**config.mk**
```make
export PLATFORM = sky130hd
export DESIGN_NAME = game_sprite_display_anim
export DESIGN_NICKNAME = d
export VERILOG_FILES = /design/src/rtl/game_sprite_display_anim.sv
export SDC_FILE = /design/constraint.sdc
export NUM_CORES = 1
export LEC_CHECK = 0
export ABC_CLOCK_PERIOD_IN_PS = 1400
export CORE_MARGIN = 2
export CORE_UTILIZATION = 35
export DETAILED_ROUTE_END_ITERATION = 8
export PLACE_DENSITY = 0.85
export SKIP_CTS_REPAIR_TIMING = 1
export SYNTH_ARGS = -nofsm -noshare
export SYNTH_HDL_FRONTEND = slang
export SYNTH_SLANG_ARGS = --single-unit
```
**constraint.sdc**
```tcl
create_clock -name clk -period 1.4 [get_ports clk]
set_input_delay 0.28 -clock clk [delete_from_list [all_inputs] [get_ports clk]]
set_output_delay 0.28 -clock clk [all_outputs]
set_load 0.05 [all_outputs]
```
**src/rtl/game_sprite_display_anim.sv**
```systemverilog
// Animated, optionally mirrored sprite renderer: registered bounding box plus a two-stage pixel pipeline.
// Optional mirroring is built only when GAME_SPRITE_DISPLAY_FLIP_EN is defined.
module game_sprite_display_anim #(
  parameter int SCREEN_WIDTH  = 640,
  parameter int SCREEN_HEIGHT = 480,
  parameter int SPRITE_WIDTH  = 8,
  parameter int SPRITE_HEIGHT = 8,
  parameter int X_WIDTH       = 10,
  parameter int Y_WIDTH       = 10,
  parameter int RGB_WIDTH     = 3,
  parameter int N_FRAMES      = 2,
  parameter int FRAME_PERIOD  = 8,
  parameter logic [N_FRAMES*SPRITE_HEIGHT*SPRITE_WIDTH*(1+RGB_WIDTH)-1:0] BITMAP = '0,
  localparam int FRAME_W = $clog2(N_FRAMES)
) (
  input  logic                 clk,
  input  logic                 reset,
  input  logic [X_WIDTH-1:0]   pixel_x,
  input  logic [Y_WIDTH-1:0]   pixel_y,
  input  logic [X_WIDTH-1:0]   sprite_x,
  input  logic [Y_WIDTH-1:0]   sprite_y,
  input  logic                 flip_x,
  input  logic                 flip_y,
  input  logic                 frame_tick,
  input  logic                 anim_en,
  input  logic                 anim_restart,
  output logic [FRAME_W-1:0]   frame_index,
  output logic                 sprite_within_screen,
  output logic [X_WIDTH-1:0]   sprite_out_left,
  output logic [X_WIDTH-1:0]   sprite_out_right,
  output logic [Y_WIDTH-1:0]   sprite_out_top,
  output logic [Y_WIDTH-1:0]   sprite_out_bottom,
  output logic                 rgb_en,
  output logic [RGB_WIDTH-1:0] rgb
);

  localparam int TEXEL_W = 1 + RGB_WIDTH;
  localparam int N_SLOTS = N_FRAMES * SPRITE_HEIGHT * SPRITE_WIDTH;
  localparam int BIT_W   = $clog2(N_SLOTS * TEXEL_W);
  localparam int COL_W   = (SPRITE_WIDTH > 1) ? $clog2(SPRITE_WIDTH) : 1;
  localparam int ROW_W   = (SPRITE_HEIGHT > 1) ? $clog2(SPRITE_HEIGHT) : 1;
  localparam int TICK_W  = (FRAME_PERIOD > 1) ? $clog2(FRAME_PERIOD) : 1;
  localparam int XE      = X_WIDTH + 1;
  localparam int YE      = Y_WIDTH + 1;

  // One extra bit keeps edges near the top of the coordinate range from wrapping.
  logic [XE-1:0] sx_ext, px_ext, right_ext;
  logic [YE-1:0] sy_ext, py_ext, bottom_ext;
  logic          within_c;
  logic          hit_c;

  assign sx_ext     = {1'b0, sprite_x};
  assign px_ext     = {1'b0, pixel_x};
  assign right_ext  = sx_ext + XE'(SPRITE_WIDTH - 1);
  assign sy_ext     = {1'b0, sprite_y};
  assign py_ext     = {1'b0, pixel_y};
  assign bottom_ext = sy_ext + YE'(SPRITE_HEIGHT - 1);

  assign within_c = ((sx_ext + XE'(SPRITE_WIDTH)) <= XE'(SCREEN_WIDTH)) &&
                    ((sy_ext + YE'(SPRITE_HEIGHT)) <= YE'(SCREEN_HEIGHT));
  assign hit_c    = (px_ext >= sx_ext) && (px_ext <= right_ext) &&
                    (py_ext >= sy_ext) && (py_ext <= bottom_ext);

  always_ff @(posedge clk) begin
    if (reset) begin
      sprite_within_screen <= 1'b0;
      sprite_out_left      <= '0;
      sprite_out_right     <= '0;
      sprite_out_top       <= '0;
      sprite_out_bottom    <= '0;
    end else begin
      sprite_within_screen <= within_c;
      sprite_out_left      <= sprite_x;
      sprite_out_right     <= right_ext[X_WIDTH-1:0];
      sprite_out_top       <= sprite_y;
      sprite_out_bottom    <= bottom_ext[Y_WIDTH-1:0];
    end
  end

  // Animation: ticks only count while enabled; restart beats a simultaneous tick.
  logic [TICK_W-1:0] tick_cnt;

  always_ff @(posedge clk) begin
    if (reset || anim_restart) begin
      tick_cnt    <= '0;
      frame_index <= '0;
    end else if (frame_tick && anim_en) begin
      if (tick_cnt == TICK_W'(FRAME_PERIOD - 1)) begin
        tick_cnt    <= '0;
        frame_index <= (frame_index == FRAME_W'(N_FRAMES - 1)) ? '0
                                                               : frame_index + FRAME_W'(1);
      end else begin
        tick_cnt <= tick_cnt + TICK_W'(1);
      end
    end
  end

  // Texel coordinates inside the sprite; only meaningful on a hit.
  logic [COL_W-1:0] dx, col_c;
  logic [ROW_W-1:0] dy, row_c;

  assign dx = COL_W'(pixel_x - sprite_x);
  assign dy = ROW_W'(pixel_y - sprite_y);

`ifdef GAME_SPRITE_DISPLAY_FLIP_EN
  assign col_c = flip_x ? (COL_W'(SPRITE_WIDTH - 1) - dx) : dx;
  assign row_c = flip_y ? (ROW_W'(SPRITE_HEIGHT - 1) - dy) : dy;
`else
  logic unused_flip;
  assign unused_flip = flip_x | flip_y;
  assign col_c = dx;
  assign row_c = dy;
`endif

  logic               s1_hit;
  logic [ROW_W-1:0]   s1_row;
  logic [COL_W-1:0]   s1_col;
  logic [FRAME_W-1:0] s1_frame;

  // Row/col are zeroed on a miss so the lookup never indexes outside the bitmap.
  always_ff @(posedge clk) begin
    if (reset) begin
      s1_hit   <= 1'b0;
      s1_row   <= '0;
      s1_col   <= '0;
      s1_frame <= '0;
    end else begin
      s1_hit   <= hit_c;
      s1_row   <= hit_c ? row_c : '0;
      s1_col   <= hit_c ? col_c : '0;
      s1_frame <= frame_index;
    end
  end

  // Slot 0 is the most significant texel of the bitmap.
  logic [BIT_W-1:0]   bit_base;
  logic [TEXEL_W-1:0] texel;
  int                 slot;

  always_comb begin
    slot     = (int'(s1_frame) * SPRITE_HEIGHT + int'(s1_row)) * SPRITE_WIDTH + int'(s1_col);
    bit_base = BIT_W'((N_SLOTS - 1 - slot) * TEXEL_W);
    texel    = BITMAP[bit_base +: TEXEL_W];
  end

  always_ff @(posedge clk) begin
    if (reset) begin
      rgb_en <= 1'b0;
      rgb    <= '0;
    end else begin
      rgb_en <= s1_hit && texel[RGB_WIDTH];
      if (s1_hit && texel[RGB_WIDTH]) begin
        rgb <= texel[RGB_WIDTH-1:0];
      end
    end
  end

endmodule
```
Word-level counts from Yosys, hierarchy flattened
Cells that the tools add are included.
{"block": "word_totals", "regBits": 57, "input_bits": 47, "out_inout_bits": 46}
{"block": "op_classes", "n_addsub": 11, "order_cmp": 6, "eq_ne": 1, "shifts": 1, "n_mux": 2, "bitwise": 1, "n_reduce_logical": 9}
{"op": "$shiftx A512 B10 Y4 const A", "count": 1}
{"op": "$add A10 B3 Y11 const B", "count": 2}
{"op": "$add A10 B4 Y11 const B", "count": 2}
{"op": "$le A10 B11 Y1", "count": 2}
{"op": "$ge A10 B10 Y1", "count": 2}
{"op": "$le A11 B10 Y1 const B", "count": 1}
{"op": "$le A11 B9 Y1 const B", "count": 1}
{"op": "$add A7 B3 Y7", "count": 1}
{"op": "$sub A7 B7 Y7 const A", "count": 1}
{"op": "$logic_and A1 B1 Y1", "count": 6}
{"op": "$sub A3 B3 Y3", "count": 2}
{"op": "$add A4 B3 Y4", "count": 1}
{"op": "$add A3 B1 Y3 const B", "count": 1}
{"op": "$eq A3 B3 Y1 const B", "count": 1}
{"op": "$mux W3", "count": 1}
{"op": "$reduce_and A2 Y1", "count": 1}
{"op": "$reduce_or A2 Y1", "count": 1}
{"op": "$add A1 B1 Y1 const B", "count": 1}
{"op": "$logic_or A1 B1 Y1", "count": 1}
{"op": "$mux W1", "count": 1}
{"op": "$not A1 Y1", "count": 1}

Logic depth before layout (Yosys ltp)
Gate-level depths: netlist (run 1).
{"block": "depth", "ltp_word": 7, "ltp_mapped": 6}

Worst setup path after synthesis (run 1)
Ideal clock, no wire load.
{"block": "synth_path", "kind": "input-to-reg", "from": "input port sprite_x[3]", "to": "register sprite_within_screen", "setup_ps": 133, "t_arrival_ps": 1326, "slack_ps": -59, "path_stages": 5, "n_path_buf": 0, "cell_sequence": "ha_1 > nand3_4 > or4b_4 > a22oi_2 > a221oi_2"}
{"block": "synth_between", "elab_chain_len": 3}
{"element": "start: declaration", "line_no": "20", "rtl": "input logic [X_WIDTH-1:0] sprite_x,"}
{"element": "$add A10 B4 Y11", "line_no": "59", "rtl": "assign within_c = ((sx_ext + XE'(SPRITE_WIDTH)) <= XE'(SCREEN_WIDTH)) &&"}
{"element": "$le A11 B10 Y1", "line_no": "59"}
{"element": "$logic_and A1 B1 Y1", "line_no": "59"}
{"element": "end signal: assignment", "line_no": "72", "rtl": "sprite_within_screen <= within_c;"}
{"element": "end: declaration", "line_no": "28", "rtl": "output logic sprite_within_screen,"}
Every way passes these cells.
A chain may end at the register's enable or synchronous reset.

Worst setup path after layout (run 1)
{"block": "layout_path", "from": "input port sprite_x[8]", "to": "register sprite_within_screen"}
The elaborated chain is that of the path after synthesis.

==> reports/metrics.yaml, run 1 <==
status:
  status: "finished with violations"
  violations: "setup timing"
drt:
  wl_per_cell_um: 13.1
  drtIter0Drc: 57
  drcViolationCount: 0
  drt_wl_total_mm: 4.72
  viasPerCell: 4.51
  ant_nets: 0
  drt-pass1-iter-count: 4
  vias: 1623
synth:
  synth_compound_area_share_pct: 7.61
  yosys.area_share.simple_pct: 23.6
  ys_warn_count: 0
  synthMuxAreaShare_pct: 1.12
  synthCells: 187
  synth_top_family_by_area: "simple AND/OR/NAND/NOR gates"
  synth_edf_count: 0
  synthXorXnorAreaFrac_pct: 7.33
  synth_area_mm2: 0.00179
  ys_ff_latch: 45
  synth-seq-area-share_pct: 50.3
  synth_async_sr_flop_share_pct: 0
  synth_adder_area_share_pct: 4.89
  postSynthAreaPerCell_um2: 9.58
  synth_flop_cell: "dfxtp_1"
  synthDistinctLibCells: 34
timing:
  grt_setup_unrepaired: "true"
  finalHoldViolCount: 0
  fmax_ghz: 0.713
  hold_ws_ps: 252
  finalSetupTns_ps: -2.65
  setup_violations: 1
  setup_slack_ps: -2.65
  finalCriticalPeriod_ps: 1400
  slew_violations: 0
  fin_crit_sh_pct: 100
  finClkSkew_ps: 6.34
clocking:
  clock_path_buffers: 2
  numCtsBuffers: 5
  cts_max_level: 2
  tritoncts: "built"
  cts_root_buffer: "clkbuf_8"
  clkSinkCount: 45
  worstSkewPairLatency_ps: 300
  clk_pin_slew_worst_paths_ps: 80
hold_path:
  hp-start: "sprite_x[0]"
  hold_class: "input port to flip-flop"
  whs_endpoint: "sprite_out_left[0]"
  holdPathStages: 3
critical_path:
  endpoint_kind: "flip-flop"
  crit_fanout: 2
  reg2reg_depth: 5
  critPathRequiredTime_ps: 1590
  criticalPathCategory: "input port to flip-flop"
  cp.arrival_ps: 1600
  r2r_slack_ps: 270
  cp_slowest_cell: "clkdlybuf4s50_1"
  critical_path.top_delay_family: "simple AND/OR/NAND/NOR gates"
  worst_r2r_startpoint: "tick_cnt[0]"
  timing.rr.end: "tick_cnt[0]"
  cp_slowest_stage_delay_ps: 500
  crit_path_start_kind: "input port"
  path_buf_inv: 1
  crit_path_cell_trace: "clkdlybuf4s50_1 > nand2_1 > or4b_4 > a22oi_2 > a221oi_2"
global_routing:
  grt_first_pass_wirelength_mm: 7.38
  antenna_found_initial: 0
  grt_max_degree: 27
  grt-ovfl-total: 0
  grtUsageTotal_pct: 17.5
  first_global_vias: 1629
layout:
  area_delta_synth_final_pct: 89.9
  fin_nets: 343
  fillers: 382
  fin_cells: 360
  drive_gt1_share_pct: 37.6
  fin_area_mm2: 0.00340
  layout_common_cells: "dfxtp_1, buf_12, buf_4"
  layout_commonest_cell: "dfxtp_1"
  antenna_cells: 0
pwr:
  p_leak_nw: 1.51
  p_sw_mw: 0.977
  clockPowerShare_pct: 30.1
  power.total_mw: 3.38
  p_comb_share_pct: 28.0
  power.internal_mw: 2.40
  vdd_drop_max_mv: 0.547
  cellPowerDensity_mw_per_mm2: 992
  p_sw_share_pct: 28.9
  seqPwrFrac_pct: 41.9
floorplan:
  start_util_pct: 35.8
  die_x_um: 75.6
  pin_count: 93
  dieArea_mm2: 0.00571
  row_count: 26
  die_y_um: 75.6
  core_mm2: 0.00501
placement:
  dpl_cell_area_mm2: 0.00321
  portBuffers: 66
  post-dp-hpwl_mm: 3.63
  gp_congestion: 0.886
  dpl.cell_count: 352
run:
  maxCapViolCount: 0
[tightest hold or removal path, cell delays in order]
cell and delay, ps:
dlymetal6s2s_1 140, inv_2 60, nor2_1 40
[flip-flops by register name, summed over array words and instances (netlist names)]
name,count
frame_index,1
sprite_out_bottom,10
sprite_out_left,10
sprite_out_right,10
sprite_out_top,10
sprite_within_screen,1
tick_cnt,3
[worst max-delay path by stage]
stage / startpoint / to / cells past startpoint
after floorplan: sprite_x[5] / sprite_within_screen / 5
after global placement: sprite_x[3] / sprite_within_screen / 6
after detailed placement: sprite_x[3] / sprite_within_screen / 6
after CTS: sprite_x[3] / sprite_within_screen / 6
after global routing: sprite_x[8] / sprite_within_screen / 6
final: sprite_x[8] / sprite_within_screen / 5
[cell type report]
type                    count  area (um^2)  share of cell area [%]
repair buffers            105         1390                    40.9
flip-flops and latches     45          901                    26.5
multi-input cells         126          880                    25.9
well taps                  70         87.6                    2.57
clock buffers               6         82.6                    2.43
clock inverters             2         37.5                    1.10
inverters                   6         22.5                   0.662
[cell families after synthesis]
logic type / count (synthesis)
AOI/OAI and AO/OA: 19
xor gates and xnor gates: 15
adders and majority gates: 7
buffers and inverters: 19
DFF: 45
muxes: 2
other: 1
and+or+nand+nor: 79
[cell usage after synthesis (2+ instances only)]
| cell type | count | share of area, % |
|---|---|---|
| and3_1 | 2 | 0.70 |
| inv_1 | 6 | 1.3 |
| or3_1 | 3 | 1.0 |
| nor3_1 | 10 | 2.8 |
| clkbuf_1 | 7 | 1.5 |
| dfxtp_1 | 45 | 50 |
| a311oi_1 | 2 | 0.98 |
| nand2_1 | 8 | 1.7 |
| xor2_1 | 9 | 4.4 |
| nand2b_1 | 6 | 2.1 |
| nand4_1 | 2 | 0.70 |
| nor2b_1 | 17 | 5.9 |
| nor2_1 | 22 | 4.6 |
| nand3_1 | 5 | 1.4 |
| ha_1 | 7 | 4.9 |
| buf_4 | 4 | 1.7 |
| xnor2_1 | 6 | 2.9 |
| mux2i_1 | 2 | 1.1 |
| o21ai_0 | 5 | 1.4 |
| a21oi_1 | 5 | 1.4 |
[power by group through the flow]
stage | clock network [mW] | registers, mW | logic, mW
global placement | 0 | 1.44 | 0.917
finish | 1.02 | 1.42 | 0.944
global route | 1.09 | 1.42 | 0.994
floorplan | 0 | 1.66 | 0.191
CTS | 1.05 | 1.42 | 0.935
detailed placement | 0 | 1.45 | 0.932
[per-stage QoR]
step / util [%] / worst slack, ps
after CTS: 66.4 / -298
after global routing: 67.9 / -31.9
after floorplan: - / 9.52
after detailed placement: 64.0 / -610
after global placement: 64.0 / -596
final: 67.9 / -2.65
[per-layer routing]
layer,vias up,track usage (%),wire length [um]
met2,51,29.7,2510
li1,817,-,-
met5,-,0,0
met1,742,19.8,1820
met4,0,8.97,112
met3,13,5.29,280
Power figures use the tool's default switching activity.
==> run 2, diff against run 1 <==
--- a/config.mk
+++ b/config.mk
@@ -9,7 +9,8 @@
 export CORE_MARGIN = 2
 export CORE_UTILIZATION = 35
 export DETAILED_ROUTE_END_ITERATION = 8
-export PLACE_DENSITY = 0.85
+export GPL_TIMING_DRIVEN = 0
+export PLACE_DENSITY = 0.75
 export SKIP_CTS_REPAIR_TIMING = 1
 export SYNTH_ARGS = -nofsm -noshare
 export SYNTH_HDL_FRONTEND = slang
==> run 2 against run 1 <==
  * The flow now finishes without violations
  * Die area stayed put
  * Power down 4.8%
  * Non-clock buffer count is 28 lower
  * Critical path depth is 4 lower
  * Sequential share of layout area increased by 5.0 points
  * Critical path type is now flip-flop to primary output
==> reports/metrics.yaml, run 2 (synthesis results as in run 1) <==
status:
  status: "complete, no violations"  # was finished with violations
critical_path:
  endpoint_kind: "primary output"  # was flip-flop
  criticalPathCategory: "flip-flop to primary output"  # was input port to flip-flop
  cp_slowest_cell: "dlymetal6s2s_1"  # was clkdlybuf4s50_1
  critPathRequiredTime_ps: 1120  # was 1590 ps
  crit_path_start_kind: "flip-flop"  # was input port
  worst_r2r_startpoint: "tick_cnt[0]"  # unchanged
  timing.rr.end: "frame_index"  # was tick_cnt[0]
  critPathLaunch: "frame_index"  # was sprite_x[8]
  reg2reg_depth: 5  # unchanged
  r2r_slack_ps: 250  # was 270 ps
  critical_path.top_delay_family: "buffers and inverters"  # was simple AND/OR/NAND/NOR gates
  crit_fanout: 2  # unchanged
  crit_path_cell_trace: "dlymetal6s2s_1"  # was clkdlybuf4s50_1 > nand2_1 > or4b_4 > a22oi_2 > a221oi_2
  cp.arrival_ps: 1060  # was 1600 ps
  cp_slowest_stage_delay_ps: 420  # was 500 ps
  path_buf_inv: 1  # unchanged
layout:
  antenna_cells: 0  # unchanged
  layout_common_cells: "dlymetal6s2s_1, dfxtp_1, nor2_1"  # was dfxtp_1, buf_12, buf_4
  fillers: 454  # was 382
  final_core_util_pct: 57.2  # was 67.9%
  fin_nets: 315  # was 343
  layout_commonest_cell: "dlymetal6s2s_1"  # was dfxtp_1
  fin_area_mm2: 0.00287  # was 0.00340 mm^2
  area_delta_synth_final_pct: 59.9  # was 89.9%
  drive_gt1_share_pct: 13.0  # was 37.6%
floorplan:
  row_count: 26  # unchanged
  dieArea_mm2: 0.00571  # unchanged
  pin_count: 93  # unchanged
  core_mm2: 0.00501  # unchanged
  die_x_um: 75.6  # unchanged
  die_y_um: 75.6  # unchanged
  start_util_pct: 35.8  # unchanged
timing:
  finClkSkew_ps: 0.869  # was 6.34 ps
  finalHoldViolCount: 0  # unchanged
  setup_violations: 0  # was 1
  fmax_ghz: 0.746  # was 0.713 GHz
  worst_pin_slew_ps: 579
  finalSetupTns_ps: 0  # was -2.65 ps
  timing.slew.headroom_pct: 61.4
  grt_setup_unrepaired: "false"  # was true
  finalCriticalPeriod_ps: 1340  # was 1400 ps
  hold_ws_ps: 239  # was 252 ps
  fin_crit_sh_pct: 95.8  # was 100%
  slew_violations: 0  # unchanged
global_routing:
  grtUsageTotal_pct: 13.9  # was 17.5%
  grt_max_degree: 15  # was 27
  grt-ovfl-total: 0  # unchanged
  antenna_found_initial: 0  # unchanged
  grt_first_pass_wirelength_mm: 5.95  # was 7.38 mm
  first_global_vias: 1321  # was 1629
drt:
  drt-pass1-iter-count: 4  # unchanged
  vias: 1500  # was 1623
  wl_per_cell_um: 12.2  # was 13.1 um
  viasPerCell: 4.52  # was 4.51
  drt_wl_total_mm: 4.05  # was 4.72 mm
  drtIter0Drc: 42  # was 57
  drcViolationCount: 0  # unchanged
  ant_nets: 0  # unchanged
clocking:
  clkSinkCount: 45  # unchanged
  cts_root_buffer: "clkbuf_8"  # unchanged
  clock_path_buffers: 2  # unchanged
  worstSkewPairLatency_ps: 290  # was 300 ps
  numCtsBuffers: 5  # unchanged
  cts_max_level: 2  # unchanged
  clk_pin_slew_worst_paths_ps: 80  # about the same
  tritoncts: "built"  # unchanged
placement:
  gp_congestion: 0.721  # was 0.886
  post-dp-hpwl_mm: 2.94  # was 3.63 mm
  dpl_cell_area_mm2: 0.00253  # was 0.00321 mm^2
  portBuffers: 63  # was 66
pwr:
  seqPwrFrac_pct: 42.5  # was 41.9%
  p_sw_share_pct: 28.1  # was 28.9%
  p_comb_share_pct: 22.1  # was 28.0%
  clockPowerShare_pct: 35.4  # was 30.1%
  power.total_mw: 3.21  # was 3.38 mW
  vdd_drop_max_mv: 0.489  # was 0.547 mV
  power.internal_mw: 2.31  # was 2.40 mW
  cellPowerDensity_mw_per_mm2: 1120  # was 992 mW/mm^2
  p_leak_nw: 1.80  # was 1.51 nW
  p_sw_mw: 0.905  # was 0.977 mW
hold_path:
  whs_endpoint: "sprite_out_right[0]"  # was sprite_out_left[0]
  hold_class: "input port to flip-flop"  # unchanged
  hp-start: "sprite_x[0]"  # unchanged
  holdPathStages: 2  # was 3
run:
  maxCapViolCount: 0  # unchanged
## run 2: cell type report
| type | count | area (um^2) | area share (%) |
|---|---|---|---|
| plain buffers | 13 | 68.8 | 2.40 |
| well taps | 70 | 87.6 | 3.06 |
| clock inverters | 3 | 65.1 | 2.27 |
| flip-flops and latches | 45 | 901 | 31.4 |
| multi-input cells | 126 | 878 | 30.7 |
| repair buffers | 64 | 773 | 27.0 |
| clock buffers | 5 | 68.8 | 2.40 |
| inverters | 6 | 22.5 | 0.786 |
## run 2: through the flow
stage	cells	worst slack, ps
floorplan	190	9.52
global placement	323	-704
detailed placement	323	-714
CTS	331	-412
global route	332	19.1
finish	332	58.9
## run 2: per-layer routing
layer	vias up	wire [um]	GRT usage, %
met1	669	1770	17.0
met2	61	1830	21.4
met4	0	89	6.63
met5	-	0	0
li1	761	-	-
met3	9	351	5.82
## run 2: worst max path at each step
stage,to,slack (ps),depth (start not counted)
2_1_floorplan,sprite_within_screen,10,5
3_3_place_gp,sprite_within_screen,-700,6
3_5_place_dp,sprite_within_screen,-710,6
4_1_cts,sprite_within_screen,-410,6
5_1_grt,frame_index,20,1
6_report,frame_index,60,1
## run 2: power groups by stage
stage	registers [mW]	logic, mW	clock network [mW]
after global placement	1.40	0.705	0
after CTS	1.37	0.712	1.16
after detailed placement	1.40	0.711	0
final	1.37	0.711	1.14
after global routing	1.38	0.756	1.22
after floorplan	1.66	0.191	0
==> run 3, diff against run 2 <==
--- a/config.mk
+++ b/config.mk
@@ -6,7 +6,6 @@
 export NUM_CORES = 1
 export LEC_CHECK = 0
 export ABC_CLOCK_PERIOD_IN_PS = 1400
-export CORE_MARGIN = 2
 export CORE_UTILIZATION = 35
 export DETAILED_ROUTE_END_ITERATION = 8
 export GPL_TIMING_DRIVEN = 0
==> run 3 against run 2 <==
  * The flow now finishes with violations (setup timing)
  * Register-to-register slack about the same
  * Power down 11%
  * First-iteration DRC count is the same
  * Routed wire length is 1.3% lower
  * Global-route usage increased by 1.0 points
  * Sequential power hardly changed
  * Fmax down 20%
  * Hold slack improved by 49 ps
  * Clock skew about the same
  * Sequential share of layout area increased by 1.0 points
  * Combinational power about the same
==> reports/metrics.yaml, run 3 (synthesis results as in run 1) <==
floorplan:
  core_mm2: 0.00482  # was 0.00501 mm^2
  dieArea_mm2: 0.00541  # was 0.00571 mm^2
  start_util_pct: 37.2  # was 35.8%
  row_count: 25  # was 26
  pin_count: 93  # unchanged
  die_x_um: 73.6  # was 75.6 um
  die_y_um: 73.6  # was 75.6 um
global_routing:
  antenna_found_initial: 0  # unchanged
  grt_max_degree: 16  # was 15
  grt-ovfl-total: 0  # unchanged
  first_global_vias: 1400  # was 1321
  grtUsageTotal_pct: 15.0  # was 13.9%
  grt_first_pass_wirelength_mm: 6.11  # was 5.95 mm
status:
  status: "finished with violations"  # was complete, no violations
  violations: "setup timing"
critical_path:
  cp_slowest_stage_delay_ps: 530  # was 420 ps
  criticalPathCategory: "input port to flip-flop"  # was flip-flop to primary output
  cp_slowest_cell: "clkdlybuf4s50_1"  # was dlymetal6s2s_1
  endpoint_kind: "flip-flop"  # was primary output
  critPathRequiredTime_ps: 1570  # was 1120 ps
  critical_path.top_delay_family: "simple AND/OR/NAND/NOR gates"  # was buffers and inverters
  crit_path_start_kind: "input port"  # was flip-flop
  path_buf_inv: 1  # unchanged
  worst_r2r_startpoint: "tick_cnt[0]"  # unchanged
  crit_fanout: 7  # was 2
  critPathLaunch: "sprite_x[4]"  # was frame_index
  crit_path_cell_trace: "clkdlybuf4s50_1 > ha_4 > nand3_4 > or4b_4 > a22oi_2 > a221oi_2"  # was dlymetal6s2s_1
  cp.arrival_ps: 1850  # was 1060 ps
timing:
  timing.slew.headroom_pct: 58.1  # was 61.4%
  finalHoldViolCount: 0  # unchanged
  fin_crit_sh_pct: 120  # was 95.8%
  finalSetupTns_ps: -929  # was 0 ps
  grt_setup_unrepaired: "true"  # was false
  fmax_ghz: 0.596  # was 0.746 GHz
  slew_violations: 0  # unchanged
  finalCriticalPeriod_ps: 1680  # was 1340 ps
  finClkSkew_ps: 0.548  # was 0.869 ps
  worst_pin_slew_ps: 623  # was 579 ps
  setup_violations: 8  # was 0
  setup_slack_ps: -278  # was 58.9 ps
layout:
  area_delta_synth_final_pct: 54.8  # was 59.9%
  layout_commonest_cell: "dlymetal6s2s_1"  # unchanged
  fillers: 432  # was 454
  drive_gt1_share_pct: 11.1  # was 13.0%
  multi_input_area_um2: 866  # was 878 um^2
  fin_area_mm2: 0.00277  # was 0.00287 mm^2
  layout_common_cells: "dlymetal6s2s_1, dfxtp_1, nor2_1"  # unchanged
  register_area_um2: 901  # unchanged
  antenna_cells: 0  # unchanged
  fin_nets: 314  # was 315
  final_core_util_pct: 57.6  # was 57.2%
clocking:
  numCtsBuffers: 5  # unchanged
  worstSkewPairLatency_ps: 290  # about the same
  cts_root_buffer: "clkbuf_8"  # unchanged
  clock_path_buffers: 2  # unchanged
  tritoncts: "built"  # unchanged
  clk_pin_slew_worst_paths_ps: 80  # about the same
  cts_max_level: 2  # unchanged
  clkSinkCount: 45  # unchanged
drt:
  wl_per_cell_um: 12.2  # about the same
  drt-pass1-iter-count: 5  # was 4
  viasPerCell: 4.59  # was 4.52
  drt_wl_total_mm: 3.99  # was 4.05 mm
  ant_nets: 0  # unchanged
  vias: 1506  # was 1500
  drcViolationCount: 0  # unchanged
  drtIter0Drc: 42  # unchanged
pwr:
  power.total_mw: 2.87  # was 3.21 mW
  cellPowerDensity_mw_per_mm2: 1040  # was 1120 mW/mm^2
  p_leak_nw: 1.66  # was 1.80 nW
  vdd_drop_max_mv: 0.593  # was 0.489 mV
placement:
  gp_congestion: 0.804  # was 0.721
  dpl_cell_area_mm2: 0.00253  # about the same
  post-dp-hpwl_mm: 2.94  # about the same
  portBuffers: 63  # unchanged
hold_path:
  hold_class: "input port to flip-flop"  # unchanged
  hp-start: "sprite_y[0]"  # was sprite_x[0]
run:
  maxCapViolCount: 0  # unchanged
## run 3: cell types whose count changed in the layout (fill, tap and decap cells not counted), moves of 2 or more
cell / delta
bufinv_16: -2
clkdlybuf4s50_1: +10
dlymetal6s2s_1: -10
clkinvlp_4: +3
## run 3: worst paths after layout
| check | slack (ps) | cells after the start | endpoint |
|---|---|---|---|
| max | -280 | 6 | sprite_within_screen |
| min | 290 | 2 | sprite_out_bottom[0] |
| max reg2reg | 260 | 5 | frame_index |
| min reg2reg | 540 | 2 | tick_cnt[0] |
## run 3: worst register-to-register path: stages (launching register included)
cell     delay, ps
dfxtp_1        330
ha_1           200
ha_1           190
nand3_1         80
xor2_1         160
nor3_1          50
## run 3: power breakdown
group          total, mW  internal (mW)  switching (mW)
Combinational      0.709          0.252           0.458
Clock              0.797          0.350           0.447
Sequential          1.37           1.35          0.0153
Total               2.87           1.95           0.920
## run 3: layout make-up
class                   instances  area share [%]
inverters                       6           0.812
clock inverters                 3           0.812
multi-input cells             126            31.2
flip-flops and latches         45            32.5
well taps                      67            3.02
clock buffers                   5            2.48
repair buffers                 63            26.7
plain buffers                  13            2.48
## run 3: per-layer routing
layer  GRT usage, %  share of wire (%)  vias up
met2           25.3                 47       60
met4           5.13               0.63        0
met5              0                  0        -
met1           16.6                 43      684
li1               -                  -      758
met3           6.86                9.6        4
## run 3: per-stage QoR
step                      hold WS, ps  worst slack, ps  std cells
final                             288             -278        328
after floorplan                   352             9.52        190
after global placement            524             -706        320
after CTS                         312             -416        328
after detailed placement          527             -719        320
after global routing              295             -321        328
